==> config.mk <==
export PLATFORM = sky130hd
export DESIGN_NAME = div_iter
export DESIGN_NICKNAME = d
export VERILOG_FILES = /design/src/rtl/div_iter.sv
export SDC_FILE = /design/constraint.sdc
export NUM_CORES = 1
export LEC_CHECK = 0
export CAP_MARGIN = 20
export CORE_MARGIN = 3
export CORE_UTILIZATION = 35
export CTS_CLUSTER_DIAMETER = 120
export DETAILED_ROUTE_END_ITERATION = 6
export GPL_ROUTABILITY_DRIVEN = 1
export PLACE_DENSITY = 0.49
export REMOVE_ABC_BUFFERS = 1
export SLEW_MARGIN = 40
export SYNTH_ARGS = -nofsm -noshare
export SYNTH_HDL_FRONTEND = slang
export SYNTH_SLANG_ARGS = --single-unit
==> constraint.sdc <==
create_clock -name div_clk -period 19.5 [get_ports div_clk]
set_input_delay 1.95 -clock div_clk [delete_from_list [all_inputs] [get_ports div_clk]]
set_output_delay 1.95 -clock div_clk [all_outputs]
set_load 0.01 [all_outputs]
==> src/rtl/div_iter.sv <==
// rtl/div_iter.sv - iterative radix-2 restoring divider, signed/unsigned, with cancel
module div_iter #(
    parameter int WIDTH = 32
) (
    input  logic             div_clk,
    input  logic             reset,
    input  logic             in_valid,
    output logic             in_ready,
    input  logic             div_signed,
    input  logic [WIDTH-1:0] x,
    input  logic [WIDTH-1:0] y,
    input  logic             div_cancel,
    output logic             out_valid,
    input  logic             out_ready,
    output logic [WIDTH-1:0] s,
    output logic [WIDTH-1:0] r
);

    localparam int CW = $clog2(WIDTH) + 1;

    typedef enum logic [1:0] {IDLE, CALC, FIX, DONE} state_t;

    state_t           state;
    logic [CW-1:0]    count;
    logic [WIDTH:0]   rem;
    logic [WIDTH:0]   ymag;
    logic [WIDTH-1:0] dvd;
    logic [WIDTH-1:0] quo;
    logic [WIDTH-1:0] x_orig;
    logic             x_sign;
    logic             y_sign;
    logic             div_zero;
    logic [WIDTH+1:0] shifted;
    logic             keep;

    // Shift the next dividend bit into the partial remainder and trial-compare against |y|.
    always_comb begin
        shifted = {rem, dvd[WIDTH-1]};
        keep    = (shifted >= {1'b0, ymag});
    end

    always_ff @(posedge div_clk or posedge reset) begin
        if (reset) begin
            state     <= IDLE;
            in_ready  <= 1'b1;
            out_valid <= 1'b0;
            s         <= '0;
            r         <= '0;
            count     <= '0;
            rem       <= '0;
            ymag      <= '0;
            dvd       <= '0;
            quo       <= '0;
            x_orig    <= '0;
            x_sign    <= 1'b0;
            y_sign    <= 1'b0;
            div_zero  <= 1'b0;
        end else begin
            case (state)
                IDLE: begin
                    if (in_valid) begin
                        x_sign   <= div_signed & x[WIDTH-1];
                        y_sign   <= div_signed & y[WIDTH-1];
                        // W-bit negation keeps 0x80000000 as its own magnitude.
                        dvd      <= (div_signed & x[WIDTH-1]) ? -x : x;
                        ymag     <= {1'b0, ((div_signed & y[WIDTH-1]) ? -y : y)};
                        x_orig   <= x;
                        div_zero <= (y == '0);
                        rem      <= '0;
                        quo      <= '0;
                        count    <= '0;
                        in_ready <= 1'b0;
                        state    <= CALC;
                    end
                end
                CALC: begin
                    if (div_cancel) begin
                        in_ready <= 1'b1;
                        state    <= IDLE;
                    end else begin
                        rem   <= keep ? (WIDTH+1)'(shifted - {1'b0, ymag}) : shifted[WIDTH:0];
                        quo   <= {quo[WIDTH-2:0], keep};
                        dvd   <= dvd << 1;
                        count <= count + 1'b1;
                        if (count == CW'(WIDTH - 1)) begin
                            state <= FIX;
                        end
                    end
                end
                FIX: begin
                    if (div_cancel) begin
                        in_ready <= 1'b1;
                        state    <= IDLE;
                    end else begin
                        if (div_zero) begin
                            s <= '1;
                            r <= x_orig;
                        end else begin
                            s <= (x_sign ^ y_sign) ? -quo : quo;
                            r <= x_sign ? -rem[WIDTH-1:0] : rem[WIDTH-1:0];
                        end
                        out_valid <= 1'b1;
                        state     <= DONE;
                    end
                end
                DONE: begin
                    if (div_cancel || out_ready) begin
                        out_valid <= 1'b0;
                        in_ready  <= 1'b1;
                        state     <= IDLE;
                    end
                end
                default: begin
                    out_valid <= 1'b0;
                    in_ready  <= 1'b1;
                    state     <= IDLE;
                end
            endcase
        end
    end

endmodule
### Word-level counts from Yosys, hierarchy flattened

Index checks and enable logic that the tools add are counted.

| cells by class | value |
|---|---|
| add/sub/neg operators | 6 |
| bitwise gates (word level) | 4 |
| magnitude comparators | 1 |
| mux-type cells | 32 |
| equal/unequal tests | 10 |
| reduce and logical (&&, ||, !) cells | 12 |

Operators by type and width:

| kind | count |
|---|---|
| 32-bit two-way mux | 10 |
| 32-bit negation | 4 |
| 32-bit one-hot mux with 2 select lines | 2 |
| 33-bit two-way mux | 3 |
| 33-bit one-hot mux with 2 select lines | 1 |
| 34-bit by 32-bit greater-or-equal comparator with 1-bit output | 1 |
| 33-bit by 32-bit subtractor with 33-bit output | 1 |
| 32-bit logical NOT | 1 |
| 6-bit two-way mux | 2 |
| 6-bit one-hot mux with 2 select lines | 1 |
| 3-bit AND reduction | 4 |
| 2-bit two-way mux | 5 |
| 2-bit != test (second input constant) | 4 |
| 2-bit one-hot mux with 4 select lines | 1 |
| 6-bit by 1-bit adder with 6-bit output (second input constant) | 1 |
| 6-bit by 5-bit equality test with 1-bit output (second input constant) | 1 |
| 1-bit two-way mux | 5 |
| 2-bit equality test (second input constant) | 2 |
| 2-bit AND reduction | 2 |
| 2-bit nonzero test | 2 |
| 3-bit != test (second input constant) | 1 |
| 1-bit one-hot mux with 3 select lines | 1 |
| 1-bit AND | 2 |
| 2-bit by 1-bit equality test with 1-bit output (second input constant) | 1 |
| other kinds (7) | 7 |

| word-level totals | value |
|---|---|
| bits in registers | 238 |
| output and inout port bits | 66 |

### Longest topological paths before layout

Gate-level depths: netlist of the first run.

| logic depth | value |
|---|---|
| depth in word-level cells | 4 |
| mapped depth | 14 |

### Worst setup path after synthesis of the first run

No wires, ideal clock.

| path | value |
|---|---|
| path kind | input-to-reg |
| start | input port y[20] |
| end | register ymag[31] |
| setup time | 0.074 ns |
| required time | 19.426 ns |
| data arrival time | 4.142 ns |
| stages | 8 |
| buffers on the path | 0 |
| path slack | 15.285 ns |
| path through | or4_4 or4_1 or2_1 or3_1 or4_1 o21ai_1 nand2_1 o21ai_2 |

| between the ends | value |
|---|---|
| longest elaborated chain between the ends | 2 |

RTL lines:

| element | RTL line | source |
|---|---|---|
| start, declared | 11 | `input logic [WIDTH-1:0] y,` |
| 32-bit negation | 66 | `ymag <= {1'b0, ((div_signed & y[WIDTH-1]) ? -y : y)};` |
| 32-bit two-way mux | 66 |  |
| end signal, assigned | 66 |  |
| end, declared | 26 | `logic [WIDTH:0] ymag;` |

Every way passes these cells.
A chain may end at the register's enable or synchronous reset.

### Worst setup path after layout of the first run

| path | value |
|---|---|
| start | input port x[18] |
| end | register dvd[30] |

| between the ends | value |
|---|---|
| longest elaborated chain between the ends | 4 |

RTL lines:

| element | RTL line | source |
|---|---|---|
| start, declared | 10 | `input logic [WIDTH-1:0] x,` |
| 32-bit negation | 65 | `dvd <= (div_signed & x[WIDTH-1]) ? -x : x;` |
| 32-bit two-way mux | 65 |  |
| 32-bit two-way mux | 61 | `if (in_valid) begin` |
| 32-bit one-hot mux with 2 select lines | 59 | `case (state)` |
| end signal, assigned | 65 |  |
| end signal, assigned | 83 | `dvd <= dvd << 1;` |
| end, declared | 27 | `logic [WIDTH-1:0] dvd;` |

Every way passes these cells. The select of a mux whose other input is x is not followed.

==> results of run 1 <==
==> synthesized netlist by cell type (all sizes together), types with 6 or more instances <==
cell type  count
dfrtp        237
mux2i         26
o41ai         13
buf           17
mux2          28
nor3          17
xor2          73
or3           16
or4           10
nor2         113
nand2        194
o21ai        197
clkbuf        65
inv           60
a31oi          9
a21oi        134
a21o          23
a22o          28
xnor2         73
o31ai         23
ha            42
a32oi         15
nand4          8
nor4          16
and3          16
nand2b         8
o21bai         6
nand3b         7
nand3         23
and2           7
or2            6
o211ai         6
==> routing by layer <==
metal,vias to the layer above,part of all wire,track usage
met4,0,0.019,0.0381
met3,47,0.032,0.0206
met1,5505,0.48,0.251
met2,209,0.47,0.300
li1,5744,-,-
met5,-,0,0
==> power breakdown <==
part / switching (mW) / internal, mW / total (mW) / leakage (nW)
Combinational: 0.842 / 0.647 / 1.49 / 3.82
Sequential: 0.163 / 0.696 / 0.859 / 3.03
Clock: 0.213 / 0.339 / 0.552 / 0.492
Total: 1.22 / 1.68 / 2.90 / 7.35
==> registers in the layout (all words and copies together) (netlist names) <==
register,cells
state,2
out_valid,1
x_sign,1
count,6
y_sign,1
x_orig,32
s,32
div_zero,1
in_ready,1
ymag,32
dvd,32
r,32
rem,33
quo,32
==> area by class of cell <==
type                            count  area share
Tap cell                          518      0.0385
Sequential cell                   238       0.354
Timing Repair Buffer              152      0.0909
Multi-Input combinational cell   1184       0.443
Inverter                           60      0.0141
Clock buffer                       42      0.0526
Clock inverter                     11     0.00691
==> worst paths after layout <==
| path | endpoint | slack, ns | depth (start not counted) |
|---|---|---|---|
| max reg2reg | rem[25] | 15.60 | 12 |
| max in group asynchronous | div_zero | 16.52 | 4 |
| min | s[27] | 0.46 | 2 |
| max | dvd[30] | 15.01 | 9 |
| min in group asynchronous | s[14] | 1.84 | 2 |
| min reg2reg | s[27] | 0.46 | 2 |
==> worst max-delay path, delay by kind of cell <==
kind            cells  cell delay, ns
simple gates        4            1.51
buf+inv             1            0.52
compound gates      3            0.74
xor+xnor            1            0.17
==> cell usage in the layout (no fill, tap or decap), types with 7 or more instances in the layout <==
cell             Yosys  routed
ha_1                42      41
nand2_1            193     193
nand2b_1             8       7
or4_1                9       9
o41ai_1             13      13
clkbuf_8             0      11
dfrtp_1            237     236
or3_1               16      16
nor4_1              12      12
and3_1              16      16
clkdlybuf4s50_1      0     135
a32oi_1             15      15
a31oi_1              9       9
xor2_1              73      73
buf_4                0      12
clkbuf_16            0      29
a21o_1              23      22
nand3_1             23      23
o21ai_0            188     188
o21ai_1              8       8
a22o_1              28      28
nand3b_1             7       7
mux2i_1             26      26
nor2_1             113     111
nand4_1              8       8
inv_1               60      59
xnor2_1             73      73
mux2_2              28      28
a21oi_1            134     134
o31ai_1             23      23
nor3_1              17      17
==> cell families (layout without fill, tap and decap cells) <==
kind of cell	count (synthesis)	count (layout)	synth area share
mux	54	54	0.0413
flops	238	238	0.428
buf+inv	142	265	0.0395
fa+ha+maj	43	43	0.0392
compound gates	481	481	0.206
xor+xnor	146	146	0.0918
simple gates	460	460	0.154
==> per-stage QoR <==
stage                     setup slack [ns]  power [mW]
final                                15.01        2.90
after global routing                 14.78        3.16
after CTS                            15.03        2.93
after detailed placement             14.46        2.37
after global placement               14.26        2.35
after floorplan                      11.02        1.86
==> flow_metrics.tcl, run 1 <==
set metrics [dict create \
    status "finished clean" \
    final_antenna_net_count 0 \
    placed_cell_area_mm2 0.0158 \
    first_pass_iters 6 \
    fin_cells 2205 \
    dp.final_hpwl_mm 27.8 \
    avgSynthCellArea_um2 8.91 \
    async_flop_share 1.00 \
    start_util 0.357 \
    worstPathMaxFanout 5 \
    hold_violations 0 \
    grt_max_degree 107 \
    die_area_mm2 0.0422 \
    r2r-start "dvd[31]" \
    maxCapViolCount 0 \
    path_common_cell "a21oi_1" \
    clk_latency_ns 0.55 \
    core-area_mm2 0.0390 \
    min_period_ns 4.49 \
    drt-total-wl_mm 38.1 \
    yosys_warnings 0 \
    synthFlopType "dfrtp_1" \
    cts.htree.levels 1 \
    cts-root-buf "clkbuf_16" \
    synth-edff-count 0 \
    ios 136 \
    place.gp.congestion 0.805 \
    drive_gt1_frac 0.0723 \
    avgRoutedWirePerCell_um 17.3 \
    vdd.ir_drop.worst_mv 0.0677 \
    synth_seq_area_share 0.428 \
    cellLeakagePower_nw 7.35 \
    cts_repair_resize_count 0 \
    antenna_found_initial 0 \
    cts_tree "built" \
    vias 11500 \
    power_density_mw_per_mm2 172 \
    whs_ns 0.462 \
    worst_path_max_delay_cell "or4_1" \
    synth-seq-cells 238 \
    startpoint_type "primary input" \
    cts_hold_buf 0 \
    fillers 3898 \
    multi_input_area_mm2 0.00746 \
    path_clk_slew_ns 0.06 \
    numPortBuffers 135 \
    diodes 0 \
    hp-class "flop to flop" \
    path_class "primary input to flop" \
    setup_viol 0 \
    post_cts_buffers 0 \
    regArea_mm2 0.00596 \
    period_share 0.230 \
    numCtsBuffers 29 \
    fin_nets 1778 \
    die_h_um 205 \
    post-route-drc-count 0 \
    synth.largest_area_cell "dfrtp_1" \
    clock-sinks 238 \
    tightest_slew_ns 0.763 \
    initialDrtViolationCount 585 \
    overflow 0 \
    final_area_mm2 0.0168 \
    cp.arrival_ns 4.89 \
    grt_usage 0.179 \
    cp_data_required_time_ns 19.90 \
    place_inst 2152 \
    max_freq_mhz 223 \
    area_growth_pct 20.8 \
    fin_util 0.431 \
    die_w_um 205 \
    hp-start "s[27]" \
    num_rows 72 \
    synth.top_cell.area_share 0.426 \
    tns_ns 0 \
    grt_pass1_wl_mm 61.5 \
    clock_path_buffers 3 \
    final.setup_skew_ns 0.0170 \
    crit_path_start "x[18]" \
    synth_cell_types 66 \
    rsz0062_at_grt "no" \
    critPathCaptureType "flop" \
    synth_cells 1564 \
    synth_area_mm2 0.0139 \
    ys_top_cells_by_area "dfrtp_1 43%, o21ai_0 6.8%, nand2_1 5.2%" \
    slew-limit-headroom 0.490 \
    path_cells "clkdlybuf4s50_1, or4_1, nor4_1, nand4_1, o41ai_1, xor2_1, nor2_1, a21oi_1, a21oi_1" \
    slew_viol_final 0 \
    first_global_vias 11000 \
    critPathMaxStageDelay_ns 0.63 \
    viasPerCell 5.22 \
]
Power figures use the tool's default switching activity.
==> run 2, diff against run 1 <==
Clock period 19.5 ns to 4.15 ns, I/O delays scaled along.
==> run 2 against run 1 <==
  * Combinational power grew to 4.7 times the previous value
  * Wire length grew 2.6%
  * Non-clock buffer count increased by 6
  * Worst setup slack got worse by 14 ns
  * Largest cell class unchanged
==> flow_metrics.tcl, run 2 (synthesized netlist as in run 1, its figures left out) <==
set metrics [dict create \
    numCtsBuffers 29 \
    drive_gt1_frac 0.0739 \
    final_antenna_net_count 0 \
    grt_use_met2 0.304 \
    drt-total-wl_mm 39.1 \
    status "finished clean" \
    placed_cell_area_mm2 0.0158 \
    final_common_cell "dfrtp_1" \
    cts_hold_buf 0 \
    largest_reg_flops 33 \
    first_pass_iters 5 \
    min_period_ns 3.50 \
    reg2reg_slack_ns 0.65 \
    path_clk_slew_ns 0.06 \
    post_cts_buffers 0 \
    die_area_mm2 0.0422 \
    post-route-drc-count 0 \
    hp-class "primary input to async pin" \
    clock_path_buffers 3 \
    critPathCaptureType "flop" \
    initialDrtViolationCount 661 \
    hold_violations 0 \
    worstRegToRegCells 13 \
    final_area_mm2 0.0169 \
    period_share 0.844 \
    area_growth_pct 21.1 \
    vias 11500 \
    fillers 3921 \
    diodes 0 \
    critPathMaxStageDelay_ns 0.50 \
    grtUsageMet3 0.0196 \
    path_cells "inv_1, ha_1, inv_1, fa_1, a21o_1, a221oi_2, o221ai_1, o211ai_1, nand2_1, a21oi_1, buf_4, nand2_1, a32o_1" \
    avgRoutedWirePerCell_um 17.7 \
    ios 136 \
    overflow 0 \
    fin_util 0.433 \
    core-area_mm2 0.0390 \
    cts.htree.levels 1 \
    maxCapViolCount 0 \
    start_util 0.357 \
    fin_cells 2209 \
    setup_viol 0 \
    cts_repair_resize_count 0 \
    clock-sinks 238 \
    grt_usage 0.183 \
    numPortBuffers 135 \
    die_h_um 205 \
    first_global_vias 11400 \
    rsz0062_at_grt "no" \
    slew_viol_final 0 \
    path_class "flop to flop" \
    whs_ns 0.377 \
    worst_path_max_delay_cell "a221oi_2" \
    largest-register "rem" \
    gr-usage-met1 0.259 \
    max_freq_mhz 285 \
    cellLeakagePower_nw 7.39 \
    final.setup_skew_ns 0.0116 \
    dp.final_hpwl_mm 28.4 \
    top_usage_layer "met2" \
    worstPathMaxFanout 22 \
    die_w_um 205 \
    antenna_found_initial 0 \
    startpoint_type "flop" \
    power_density_mw_per_mm2 816 \
    cts_tree "built" \
    cts-root-buf "clkbuf_16" \
    cp_data_required_time_ns 4.58 \
    grt_max_degree 92 \
    cp.arrival_ns 3.93 \
    vdd.ir_drop.worst_mv 0.253 \
    grt_pass1_wl_mm 63.1 \
    place.gp.congestion 0.875 \
    num_rows 72 \
    viasPerCell 5.22 \
    final_cell_mix "235 x dfrtp_1, 193 x nand2_1, 188 x o21ai_0, 135 x clkdlybuf4s50_1, 134 x a21oi_1" \
    place_inst 2157 \
    clk_latency_ns 0.54 \
    fin_nets 1784 \
    tightest_slew_ns 0.741 \
    slew-limit-headroom 0.505 \
]
## run 2: power by group
part	internal [mW]	switching (mW)
Combinational	3.09	3.95
Clock	1.67	0.987
Sequential	3.27	0.797
## run 2: worst max-delay path: cells and delay by family (launching register included)
kind	cells	cell delay [ns]
AND/OR/NAND/NOR	2	0.23
flip-flops	1	0.37
AO/OA/AOI/OAI	6	1.78
adder cells (fa/ha/maj)	2	0.56
buffers and inverters	3	0.44
## run 2: final timing paths
kind	to	start
worst max-delay path	rem[2]	dvd[31]
worst min-delay path	s[10]	reset
worst max register to register	rem[2]	dvd[31]
worst min register to register	s[0]	s[0]
max in group asynchronous	div_zero	reset
min in group div_clk	s[0]	s[0]
## run 2: per-layer routing
metal | vias to the layer above | part of all wire
met5 | - | 0
met2 | 184 | 0.46
met3 | 45 | 0.035
li1 | 5754 | -
met1 | 5538 | 0.48
met4 | 0 | 0.018
## run 2: stage by stage
| step | power (mW) | setup slack, ns | TNS (ns) |
|---|---|---|---|
| floorplan | 8.73 | -2.87 | -892.07 |
| global route | 15.0 | 0.409 | 0 |
| CTS | 13.9 | 0.655 | 0 |
| detailed placement | 11.2 | 0.686 | 0 |
| finish | 13.8 | 0.646 | 0 |
| global placement | 11.1 | 0.660 | 0 |
## run 2: cell type report
class | instances | area [um2] | share of cell area
well taps | 518 | 648 | 0.0384
inverters | 60 | 233 | 0.0138
repair buffers | 158 | 1560 | 0.0922
clock inverters | 7 | 114 | 0.00675
clock buffers | 44 | 902 | 0.0535
multi-input cells | 1184 | 7460 | 0.442
flip-flops and latches | 238 | 5960 | 0.353
==> run 3, diff against run 2 <==
Clock period 4.15 ns to 3.55 ns, I/O delays scaled along.
==> run 3 against run 2 <==
  * Combinational power grew 20%
  * Sequential power grew 15%
  * Cell count up 1.1%
  * Maximum frequency rose by 11%
  * Via count increased by 1.1%
  * Largest cell class unchanged
  * Largest power group unchanged
==> flow_metrics.tcl, run 3 (synthesized netlist as in run 1, its figures left out) <==
set metrics [dict create \
    status "finished clean" \
    path_clk_slew_ns 0.06 \
    numPortBuffers 135 \
    critPathCaptureType "flop" \
    startpoint_type "flop" \
    largest_reg_flops 33 \
    final_cell_mix "236 x dfrtp_1, 193 x nand2_1, 188 x o21ai_0, 135 x clkdlybuf4s50_1, 134 x a21oi_1" \
    first_pass_iters 5 \
    numCtsBuffers 29 \
    die_area_mm2 0.0422 \
    final_common_cell "dfrtp_1" \
    worstRegToRegCells 12 \
    fin_cells 2234 \
    tns_ns 0 \
    maxCapViolCount 0 \
    drt-total-wl_mm 39.1 \
    worstPathMaxFanout 3 \
    cts-root-buf "clkbuf_16" \
    fillers 3936 \
    reg2reg_slack_ns 0.40 \
    clock-sinks 238 \
    overflow 0 \
    final_antenna_net_count 0 \
    min_period_ns 3.15 \
    fin_nets 1807 \
    initialDrtViolationCount 605 \
    hp-class "primary input to async pin" \
    grt_max_degree 71 \
    place_inst 2181 \
    finalWorstSetupSlack_ns 0.403 \
    cellLeakagePower_nw 7.46 \
    antenna_found_initial 0 \
    crit_path_start "dvd[31]" \
    switchingPower_mw 6.78 \
    max_freq_mhz 318 \
    num_rows 72 \
    avgRoutedWirePerCell_um 17.5 \
    die_h_um 205 \
    slew_viol_final 0 \
    hold_violations 0 \
    grt_usage 0.186 \
    post_cts_buffers 0 \
    path_class "flop to flop" \
    post-route-drc-count 0 \
    core-area_mm2 0.0390 \
    slew-limit-headroom 0.488 \
    endpoint "rem[32]" \
    start_util 0.357 \
    vdd.ir_drop.worst_mv 0.352 \
    dp.final_hpwl_mm 28.6 \
    cts.htree.levels 1 \
    power_density_mw_per_mm2 949 \
    clock_path_buffers 3 \
    p_int_mw 9.33 \
    preCtsSetupSlack_ns 0.318 \
    die_w_um 205 \
    rsz0062_at_grt "no" \
    final.setup_skew_ns 0.00885 \
    first_global_vias 11600 \
    largest-register "rem" \
    pwr-share-clk 0.182 \
    p_comb_frac 0.526 \
    vias 11700 \
    drive_gt1_frac 0.0828 \
    tightest_slew_ns 0.768 \
    r2r-start "dvd[31]" \
    cts_repair_resize_count 0 \
    multi_input_area_mm2 0.00745 \
    place.gp.congestion 0.866 \
    clk_latency_ns 0.56 \
    area_growth_pct 21.9 \
    cts_hold_buf 0 \
    viasPerCell 5.21 \
    diodes 0 \
    cp_data_required_time_ns 4.04 \
    regArea_mm2 0.00596 \
    ios 136 \
    p_seq_frac 0.292 \
    r2r_end "rem[32]" \
    period_share 0.886 \
    power_mw 16.1 \
    cts_tree "built" \
    grt_pass1_wl_mm 63.8 \
    setup_viol 0 \
    cp.arrival_ns 3.63 \
    swShare 0.421 \
]
-- run 3: cell count changes in the layout (fill, tap and decap cells not counted), moves of 2 or more --
cell | previous run | this run
buf_4 | 20 | 42
clkbuf_1 | 3 | 10
clkbuf_8 | 12 | 5
buf_12 | 2 | 4
clkinv_2 | 3 | 5
-- run 3: worst min-delay path by stage --
stage / start / to / slack, ns / cells past startpoint
after floorplan: x_orig[18] / x_orig[18] / 0.44 / 2
after global placement: s[27] / s[27] / 0.45 / 2
after detailed placement: s[0] / s[0] / 0.46 / 2
after CTS: reset / s[13] / 0.25 / 2
after global routing: reset / s[13] / 0.29 / 2
final: reset / s[13] / 0.24 / 2
-- run 3: worst max-delay path, cell delays in order, from the launching register on --
cell and delay, ns:
dfrtp_1 0.38, inv_1 0.09, ha_1 0.18, inv_1 0.05
fa_1 0.40, a21o_1 0.22, a221oi_2 0.28, o2111a_1 0.31
o21ai_1 0.14, a221oi_1 0.33, nor3_1 0.10, or4_1 0.47
o21ai_1 0.12
-- run 3: power groups by stage --
stage               sequential, mW  combinational (mW)  clock [mW]
detailed placement            4.76                8.52           0
floorplan                     4.66                5.55           0
global placement              4.73                8.48           0
finish                        4.70                8.47        2.94
CTS                           4.71                8.55        3.03
global route                  4.86                9.55        3.15
-- run 3: layer usage --
layer,global-route usage,share of wire,up-vias
li1,-,-,5810
met5,0,0,-
met3,0.0229,0.038,49
met2,0.296,0.45,223
met4,0.0515,0.026,0
met1,0.266,0.48,5568
-- run 3: layout make-up --
type	instances	share of cell area
clock buffer	44	0.0490
clock inverter	9	0.00597
inverter	60	0.0137
multi-input combinational	1184	0.439
sequential	238	0.351
tap	518	0.0382
timing repair buffer	181	0.103
-- run 3: through the flow --
step           hold WS [ns]  utilization  cell area, um2
3_3_place_gp          0.454        0.411           16000
6_report              0.239        0.435           17000
4_1_cts               0.247        0.435           17000
5_1_grt               0.285        0.435           17000
2_1_floorplan         0.442            -           13600
3_5_place_dp          0.459        0.411           16000
